--- src/rtl/score_point.sv ---
// rtl/score_point.sv - score point: joins incoming intervals, waits for an optional user trigger, commands outgoing intervals
module score_point #(
    parameter int WIDTH = 32,
    parameter int N_IN  = 2
) (
    input  logic             clk,
    input  logic             rst,
    input  logic [WIDTH-1:0] global_clock,
    input  logic             is_interactive,
    input  logic             trigger,
    input  logic             kill_req,
    input  logic [N_IN-1:0]  in_min_elapsed,
    input  logic [N_IN-1:0]  in_finished,
    input  logic [N_IN-1:0]  in_skip,
    input  logic [N_IN-1:0]  in_kill,
    output logic             ext_e,
    output logic             out_start,
    output logic             out_skip_p,
    output logic             out_kill_p,
    output logic             armed,
    output logic [WIDTH-1:0] fire_time
);

    localparam logic [5:0] S_WAIT    = 6'b000001;
    localparam logic [5:0] S_ARMED   = 6'b000010;
    localparam logic [5:0] S_EMIT    = 6'b000100;
    localparam logic [5:0] S_FIRED   = 6'b001000;
    localparam logic [5:0] S_SKIPPED = 6'b010000;
    localparam logic [5:0] S_KILLED  = 6'b100000;

    logic [5:0]       state_q, state_d;
    logic [N_IN-1:0]  min_q, min_d;
    logic [N_IN-1:0]  done_q, done_d;
    logic [N_IN-1:0]  fin_q, fin_d;
    logic [WIDTH-1:0] fire_time_q, fire_time_d;

    logic all_min, all_done, any_fin, kill_any, live;

    // Current-cycle pulses count alongside the sticky flags so a decision lands one edge after its input.
    assign all_min  = &(min_q | done_q | in_min_elapsed | in_finished | in_skip);
    assign all_done = &(done_q | in_finished | in_skip | in_kill);
    assign any_fin  = |(fin_q | in_finished);
    assign kill_any = kill_req | (|in_kill);
    assign live     = state_q[0] | state_q[1] | state_q[2];

    always_comb begin
        state_d = state_q;
        case (state_q)
            S_WAIT, S_ARMED, S_EMIT: begin
                if (kill_any) begin
                    state_d = S_KILLED;
                end else if (all_done) begin
                    state_d = any_fin ? S_FIRED : S_SKIPPED;
                end else if ((state_q == S_WAIT) && is_interactive && all_min) begin
                    state_d = S_ARMED;
                end else if ((state_q == S_ARMED) && trigger) begin
                    state_d = S_EMIT;
                end
            end
            S_FIRED, S_SKIPPED, S_KILLED: state_d = state_q;
            default: state_d = S_WAIT;
        endcase
    end

    always_comb begin
        min_d       = min_q;
        done_d      = done_q;
        fin_d       = fin_q;
        fire_time_d = fire_time_q;
        if (live) begin
            min_d  = min_q | in_min_elapsed;
            done_d = done_q | in_finished | in_skip | in_kill;
            fin_d  = fin_q | in_finished;
            if (state_d == S_FIRED) begin
                fire_time_d = global_clock;
            end
        end
    end

    always_ff @(posedge clk or posedge rst) begin
        if (rst) begin
            state_q     <= S_WAIT;
            min_q       <= '0;
            done_q      <= '0;
            fin_q       <= '0;
            fire_time_q <= '0;
        end else begin
            state_q     <= state_d;
            min_q       <= min_d;
            done_q      <= done_d;
            fin_q       <= fin_d;
            fire_time_q <= fire_time_d;
        end
    end

    // Outputs are straight decodes of the one-hot state flops, so they are glitch-free registers.
    assign armed      = state_q[1];
    assign ext_e      = state_q[2];
    assign out_start  = state_q[3];
    assign out_skip_p = state_q[4];
    assign out_kill_p = state_q[5];
    assign fire_time  = fire_time_q;

endmodule

--- config.mk ---
export PLATFORM = sky130hd
export DESIGN_NAME = score_point
export DESIGN_NICKNAME = d
export VERILOG_FILES = /design/src/rtl/score_point.sv
export SDC_FILE = /design/constraint.sdc
export NUM_CORES = 1
export LEC_CHECK = 0
export ABC_CLOCK_PERIOD_IN_PS = 2100
export BUFFER_PORTS_ARGS = -buffer_cell sky130_fd_sc_hd__buf_2
export CAP_MARGIN = 20
export CORE_ASPECT_RATIO = 0.5
export CORE_MARGIN = 8
export CORE_UTILIZATION = 42
export DETAILED_ROUTE_END_ITERATION = 10
export PLACE_DENSITY = 0.75
export SLEW_MARGIN = 40
export SYNTH_ARGS = -nofsm -noshare
export SYNTH_HDL_FRONTEND = slang
export SYNTH_SLANG_ARGS = --single-unit
--- constraint.sdc ---
create_clock -name clk -period 2.1 [get_ports clk]
set_input_delay 0.21 -clock clk [delete_from_list [all_inputs] [get_ports clk]]
set_output_delay 0.21 -clock clk [all_outputs]
set_load 0.05 [all_outputs]
==> results.toml, run 1 <==
[status]
outcome = "complete, no violations"

[route]
drc = 0
drtIter0Drc = 61
drt_wl_total_um = 4640
met1_length_um = 2000
wl_met3_um = 91
vias_per_cell = 4.92
top_layer_used = "met4"
detail_route.wl_per_cell_um = 16.3
vias = 1403
ant_nets = 0
dr.pass1.iters = 4
wl_met2_um = 2510

[synth]
ys_warn_count = 0
synth_cell_type_count = 28
yosys.area.top_type = "dfrtp_1"
syn-cell-area_sq_um = 1920
synth.avg_cell_area_sq_um = 15.2
synth_top_family_by_area = "multiplexers"
synthSimpleGateAreaFrac_pct = 8.01
yosysTopAreaCellShare_pct = 56.0
ys_seq_area_share_pct = 57.4
synthAdderAreaFrac_pct = 0
netlist_instances = 126
synth.area.mux_share_pct = 25.0
mappedNetlistNets = 171
synth-seq-cells = 44
synth-compound-area-share_pct = 6.51
synth_xor_area_share_pct = 0.912
synthTopCellsByArea = "dfrtp_1 (56%), mux2_4 (23%), a21o_1 (2.3%), mux2_2 (2.3%), buf_6 (1.8%)"

[worst_setup_path]
cpMaxStageDelayCell = "or4_4"
path_cells = "or4_4 > and3_4 > nor4b_4 > buf_6 > buf_12 > mux2_2"
end_kind = "flop"
start_kind = "flop"
cpLargestDelayFamily = "simple AND/OR/NAND/NOR gates"
rrSetupSlack_ns = 0.05
worstRegToRegCells = 6
slowest_delay_ns = 0.43
crit_path_start = "done_q[0]$_DFFE_PP0P_"
crit_required_ns = 2.28
worst_setup_path_endpoint = "fire_time[19]$_DFFE_PP0P_"
path_buf_inv = 2
r2r-end = "fire_time[19]$_DFFE_PP0P_"
critPathMaxFanout = 10
crit_cells = 6
arrival_ns = 2.23
worstSetupPathType = "flop to flop"
rr_startpoint = "done_q[0]$_DFFE_PP0P_"

[clock_network]
clockRootBuffer = "clkbuf_8"
clk_latency_ns = 0.29
numCtsBuffers = 5
cts_tree = "built"
htreeDepth = 2
clockBufferDepth = 2
cts.clk_slew.worst_paths_ns = 0.08
clock_sinks = 44

[floorplanning]
pin_count = 82
core_area_sq_um = 4400
die_w_um = 112
die_h_um = 63.8
initial_utilization_pct = 43.6
rows = 17
die-area_sq_um = 7120

[layout]
fill_cells = 352
finish.utilization_pct = 59.9
area_growth_pct = 37.3
fin_cells = 285
diodes = 0
nets = 272
drive_above_1_share_pct = 64.9

[sta]
timing_hold_violations_final = 0
clock.fmax_mhz = 488
worst_slew_pin_slew_ns = 0.600
finalSetupViolCount = 0
relSlewSlack_pct = 59.8
fin_skew_ns = 0.00898
finalMaxSlewViolations = 0
period_share_pct = 97.5
rsz0062_at_grt = "no"
min_period_ns = 2.05
whs_ns = 0.134

[power_and_ir_drop]
leakage_nw = 1.30
cellPowerDensity_nw_per_um2 = 1600
p_sw_mw = 2.02
combPwrFrac_pct = 54.9
p_seq_share_pct = 32.8
intPower_mw = 2.19
pwr-share-clk_pct = 12.3
swShare_pct = 48.0
worst_ir_drop_vdd_v = 0.000759

[placed_design]
dp_cells = 273
dp_hpwl_um = 3530
io_buffers = 81
gp_congestion = 0.850

[min_path]
worst_hold_startpoint = "in_min_elapsed[0]"
hp-class = "primary input to flop"

[global_routing]
grt_pass1_wl_um = 7400
grt_antenna_before_repair = 0
grt_pass1_vias = 1537
grt_overflow = 0
grt.total_usage_pct = 12.7
grt_max_degree = 21

[flow_run]
maxCapViolations = 0
metrics by stage:
stage          TNS, ns  power [mW]  cell area [sq um]  worst slack, ns
5_1_grt              0        4.40               2640          0.00887
3_3_place_gp    -0.329        3.67               2490          -0.0257
3_5_place_dp    -0.781        3.71               2490          -0.0664
6_report             0        4.22               2640           0.0526
4_1_cts              0        4.24               2610          0.00196
2_1_floorplan  -0.0641        3.14               1950         -0.00320
how the worst min path moves through the flow:
stage               cells past startpoint                         to  slack [ns]
detailed placement                      2  fire_time[31]$_DFFE_PP0P_        0.23
floorplan                               1       min_q[0]$_DFFE_PP0P_        0.33
global placement                        2  fire_time[31]$_DFFE_PP0P_        0.22
CTS                                     2       min_q[0]$_DFFE_PP0P_        0.13
finish                                  2       min_q[0]$_DFFE_PP0P_        0.13
global route                            2       min_q[0]$_DFFE_PP0P_        0.13
logic make-up (layout without fill, tap and decap cells):
group	count (synthesis)	in the layout
buf+inv	5	107
flops	44	44
xor+xnor	2	2
mux	33	33
simple gates	24	24
compound gates	18	18
synth_stat cells:
cell	instances
dfstp_2	1
a22o_2	1
buf_6	3
nand2_1	3
nor3_1	2
o22ai_1	1
nor4_1	2
o21a_1	1
nand4_1	1
dfrtp_1	43
nor4b_4	1
o21ai_0	4
o211ai_1	1
a41oi_1	1
nand3_1	1
inv_1	2
a21o_1	6
mux2_4	29
nand3b_1	1
nor2_1	6
or4_1	4
mux2_2	4
a41o_1	1
and3_4	1
xor2_1	2
or3_1	1
a21oi_1	2
or3_2	1
cell type report:
cell class | instances | area, sq um | area share (%)
well taps | 57 | 71.3 | 2.70
flip-flops and latches | 44 | 1110 | 42.0
repair buffers | 97 | 569 | 21.6
clock buffers | 7 | 76.3 | 2.89
inverters | 2 | 7.51 | 0.285
clock inverters | 1 | 8.76 | 0.332
multi-input cells | 77 | 796 | 30.2
placed cells by master (no fill, tap or decap), types with 4 or more instances in the layout:
cell,instances
a21o_1,6
mux2_4,29
nor2_1,6
buf_4,10
clkbuf_8,5
dfrtp_1,38
buf_2,81
o21ai_0,4
mux2_2,4
dfrtp_2,5
power groups by stage:
stage	Combinational [mW]	Clock (mW)	Sequential, mW
2_1_floorplan	0.640	0	2.50
3_3_place_gp	2.29	0	1.38
3_5_place_dp	2.32	0	1.39
4_1_cts	2.32	0.525	1.39
5_1_grt	2.41	0.563	1.43
6_report	2.32	0.517	1.39
worst register-to-register path, stage by stage, from the launching register on:
cell and delay [ns]:
dfrtp_1 0.41, or4_4 0.43, and3_4 0.20, nor4b_4 0.24, buf_6 0.18, buf_12 0.15, mux2_2 0.33
repair_timing:
item / 4_1_cts / 5_1_grt
hold buffers: 1 / 0
setup endpoints to repair: 14 / 27
gates resized for setup: 2 / 2
buffers inserted: 1 / 0
hold endpoints to repair: 16 / 0
pin swaps: 0 / 1
gates cloned: 1 / 1
sequential cells by signal, indices dropped and copies added (netlist names):
signal	cells
state_q	6
fire_time	32
done_q	2
min_q	2
fin_q	2
per-layer routing:
layer | global-route usage [%] | vias up
met4 | 4.38 | 0
met2 | 23.1 | 25
met5 | 0 | -
li1 | - | 661
met1 | 14.6 | 715
met3 | 3.09 | 2
Note: power is estimated with default switching activity, not from simulation.
==> run 2: changes to the inputs <==
--- a/config.mk
+++ b/config.mk
@@ -5,14 +5,14 @@
 export SDC_FILE = /design/constraint.sdc
 export NUM_CORES = 1
 export LEC_CHECK = 0
-export ABC_CLOCK_PERIOD_IN_PS = 2100
+export ABC_CLOCK_PERIOD_IN_PS = 2350
 export BUFFER_PORTS_ARGS = -buffer_cell sky130_fd_sc_hd__buf_2
 export CAP_MARGIN = 20
 export CORE_ASPECT_RATIO = 0.5
 export CORE_MARGIN = 8
-export CORE_UTILIZATION = 42
+export CORE_UTILIZATION = 47
 export DETAILED_ROUTE_END_ITERATION = 10
-export PLACE_DENSITY = 0.75
+export PLACE_DENSITY = 0.79
 export SLEW_MARGIN = 40
 export SYNTH_ARGS = -nofsm -noshare
 export SYNTH_HDL_FRONTEND = slang
==> constraint.sdc (replaced) <==
create_clock -name clk -period 2.35 [get_ports clk]
set_input_delay 0.235 -clock clk [delete_from_list [all_inputs] [get_ports clk]]
set_output_delay 0.235 -clock clk [all_outputs]
set_load 0.05 [all_outputs]
==> run 2 against run 1 <==
Compared with the run above: register-to-register slack got worse by 0.02 ns; sequential power decreased by 12%; clock skew is 0.0035 ns lower; hold slack worse by 0.078 ns; count of clock-buffer cells in the layout decreased by 1; via count decreased by 1.4%; core utilization up 5.4 points; final cell count fell by 3.5%; fmax decreased by 12%; power decreased by 12%; clock power shrank 15%; non-clock buffer count decreased by 6.
==> results.toml, run 2 (synthesis gave the netlist of run 1 again) <==
[clock_network]
numCtsBuffers = 5
clk_latency_ns = 0.29
clock_sinks = 44
clockRootBuffer = "clkbuf_8"
htreeDepth = 2
cts.clk_slew.worst_paths_ns = 0.08
clockBufferDepth = 2
cts_tree = "built"

[flow_run]
maxCapViolations = 0

[layout]
diodes = 0
layout_common_cells = "buf_2 (81), dfrtp_1 (43), mux2_4 (29)"
largest_reg_flops = 32
drive_above_1_share_pct = 61.1
layout_commonest_cell = "buf_2"
nets = 266
area_growth_pct = 32.8
design_area_sq_um = 2550

[global_routing]
grt_overflow = 0
grt_pass1_vias = 1575
grt_antenna_before_repair = 0
grt_max_degree = 45
grt.total_usage_pct = 14.7
grt_pass1_wl_um = 7530

[power_and_ir_drop]
worst_ir_drop_vdd_v = 0.000773
p_seq_share_pct = 32.8
combPwrFrac_pct = 55.4
leakage_nw = 1.28
swShare_pct = 48.0
p_sw_mw = 1.79
cellPowerDensity_nw_per_um2 = 1460
pwr-share-clk_pct = 11.8
intPower_mw = 1.93

[sta]
fin_skew_ns = 0.00546
whs_ns = 0.0567
timing_hold_violations_final = 0
min_period_ns = 2.32
finalMaxSlewViolations = 0
relSlewSlack_pct = 63.1
finalSetupViolCount = 0
period_share_pct = 98.7
worst_slew_pin_slew_ns = 0.554
clock.fmax_mhz = 431

[floorplanning]
die_w_um = 106
pin_count = 82
rows = 16
initial_utilization_pct = 49.2
core_area_sq_um = 3900
die_h_um = 61.2
die-area_sq_um = 6510

[route]
wl_met3_um = 217
vias = 1384
detail_route.wl_per_cell_um = 17.4
vias_per_cell = 5.03
drc = 0
wl_met2_um = 2540
met1_length_um = 1900
top_layer_used = "met4"
ant_nets = 0
drtIter0Drc = 27
dr.pass1.iters = 4
drt_wl_total_um = 4790

[worst_setup_path]
end_kind = "flop"
start_kind = "flop"
rr_startpoint = "done_q[1]$_DFFE_PP0P_"
crit_required_ns = 2.53
crit_path_start = "done_q[1]$_DFFE_PP0P_"
critPathMaxFanout = 8
worstSetupPathType = "flop to flop"
arrival_ns = 2.50

[placed_design]
gp_congestion = 0.846
placed_area_sq_um = 2420
dp_hpwl_um = 3470
io_buffers = 81

[status]
outcome = "complete, no violations"

[min_path]
hp-class = "primary input to async pin"
[run 2: final timing paths]
path	endpoint	slack, ns	cells after the start
setup / recovery	fire_time[20]$_DFFE_PP0P_	0.03	6
hold / removal	fire_time[23]$_DFFE_PP0P_	0.06	3
setup reg to reg	fire_time[20]$_DFFE_PP0P_	0.03	6
hold reg to reg	min_q[0]$_DFFE_PP0P_	0.46	1
max in group asynchronous	state_q[0]$_DFF_PP1_	1.91	3
min in group clk	min_q[0]$_DFFE_PP0P_	0.15	2
[run 2: power by group through the flow]
stage,Combinational [mW],Clock (mW),Sequential (mW)
after global placement,2.03,0,1.22
after floorplan,0.562,0,2.22
after detailed placement,2.06,0,1.24
after global routing,2.15,0.495,1.26
final,2.06,0.439,1.22
after CTS,2.06,0.451,1.23
[run 2: layout make-up]
| type | count | area [sq um] |
|---|---|---|
| timing repair buffer | 91 | 518 |
| inverter | 2 | 7.51 |
| fill | 298 | 1350 |
| clock inverter | 1 | 5.00 |
| multi-input combinational | 77 | 777 |
| clock buffer | 6 | 72.6 |
| tap | 54 | 67.6 |
| sequential | 44 | 1100 |
[run 2: routing by layer]
| metal | up-vias | global-route usage [%] |
|---|---|---|
| met4 | 0 | 6.73 |
| met1 | 690 | 15.1 |
| met5 | - | 0 |
| li1 | 646 | - |
| met3 | 11 | 4.70 |
| met2 | 37 | 27.9 |
[run 2: timing repair]
item / in CTS / in global routing
buffers inserted: 0 / 1
resized for setup: 0 / 4
endpoints found under the hold margin: 0 / 0
endpoints found under the setup margin: 0 / 3
hold buffers: 0 / 0
[run 2: worst max-delay path, stage by stage, from the launching register on]
cell,delay [ns]
dfrtp_1,0.42
or4_1,0.57
and3_4,0.21
nor4b_4,0.32
buf_6,0.18
clkbuf_16,0.16
mux2_2,0.33
[run 2: stage by stage]
step / std cells / util, % / TNS, ns / setup WS (ns) / total power, mW
finish: 275 / 65.3 / 0 / 0.0301 / 3.72
global route: 275 / 65.3 / -0.0609 / -0.0209 / 3.91
CTS: 272 / 64.1 / 0 / 0.0489 / 3.74
detailed placement: 265 / 62.1 / 0 / 0.0838 / 3.29
global placement: 265 / 62.1 / 0 / 0.138 / 3.25
floorplan: 126 / - / 0 / 0.0345 / 2.79
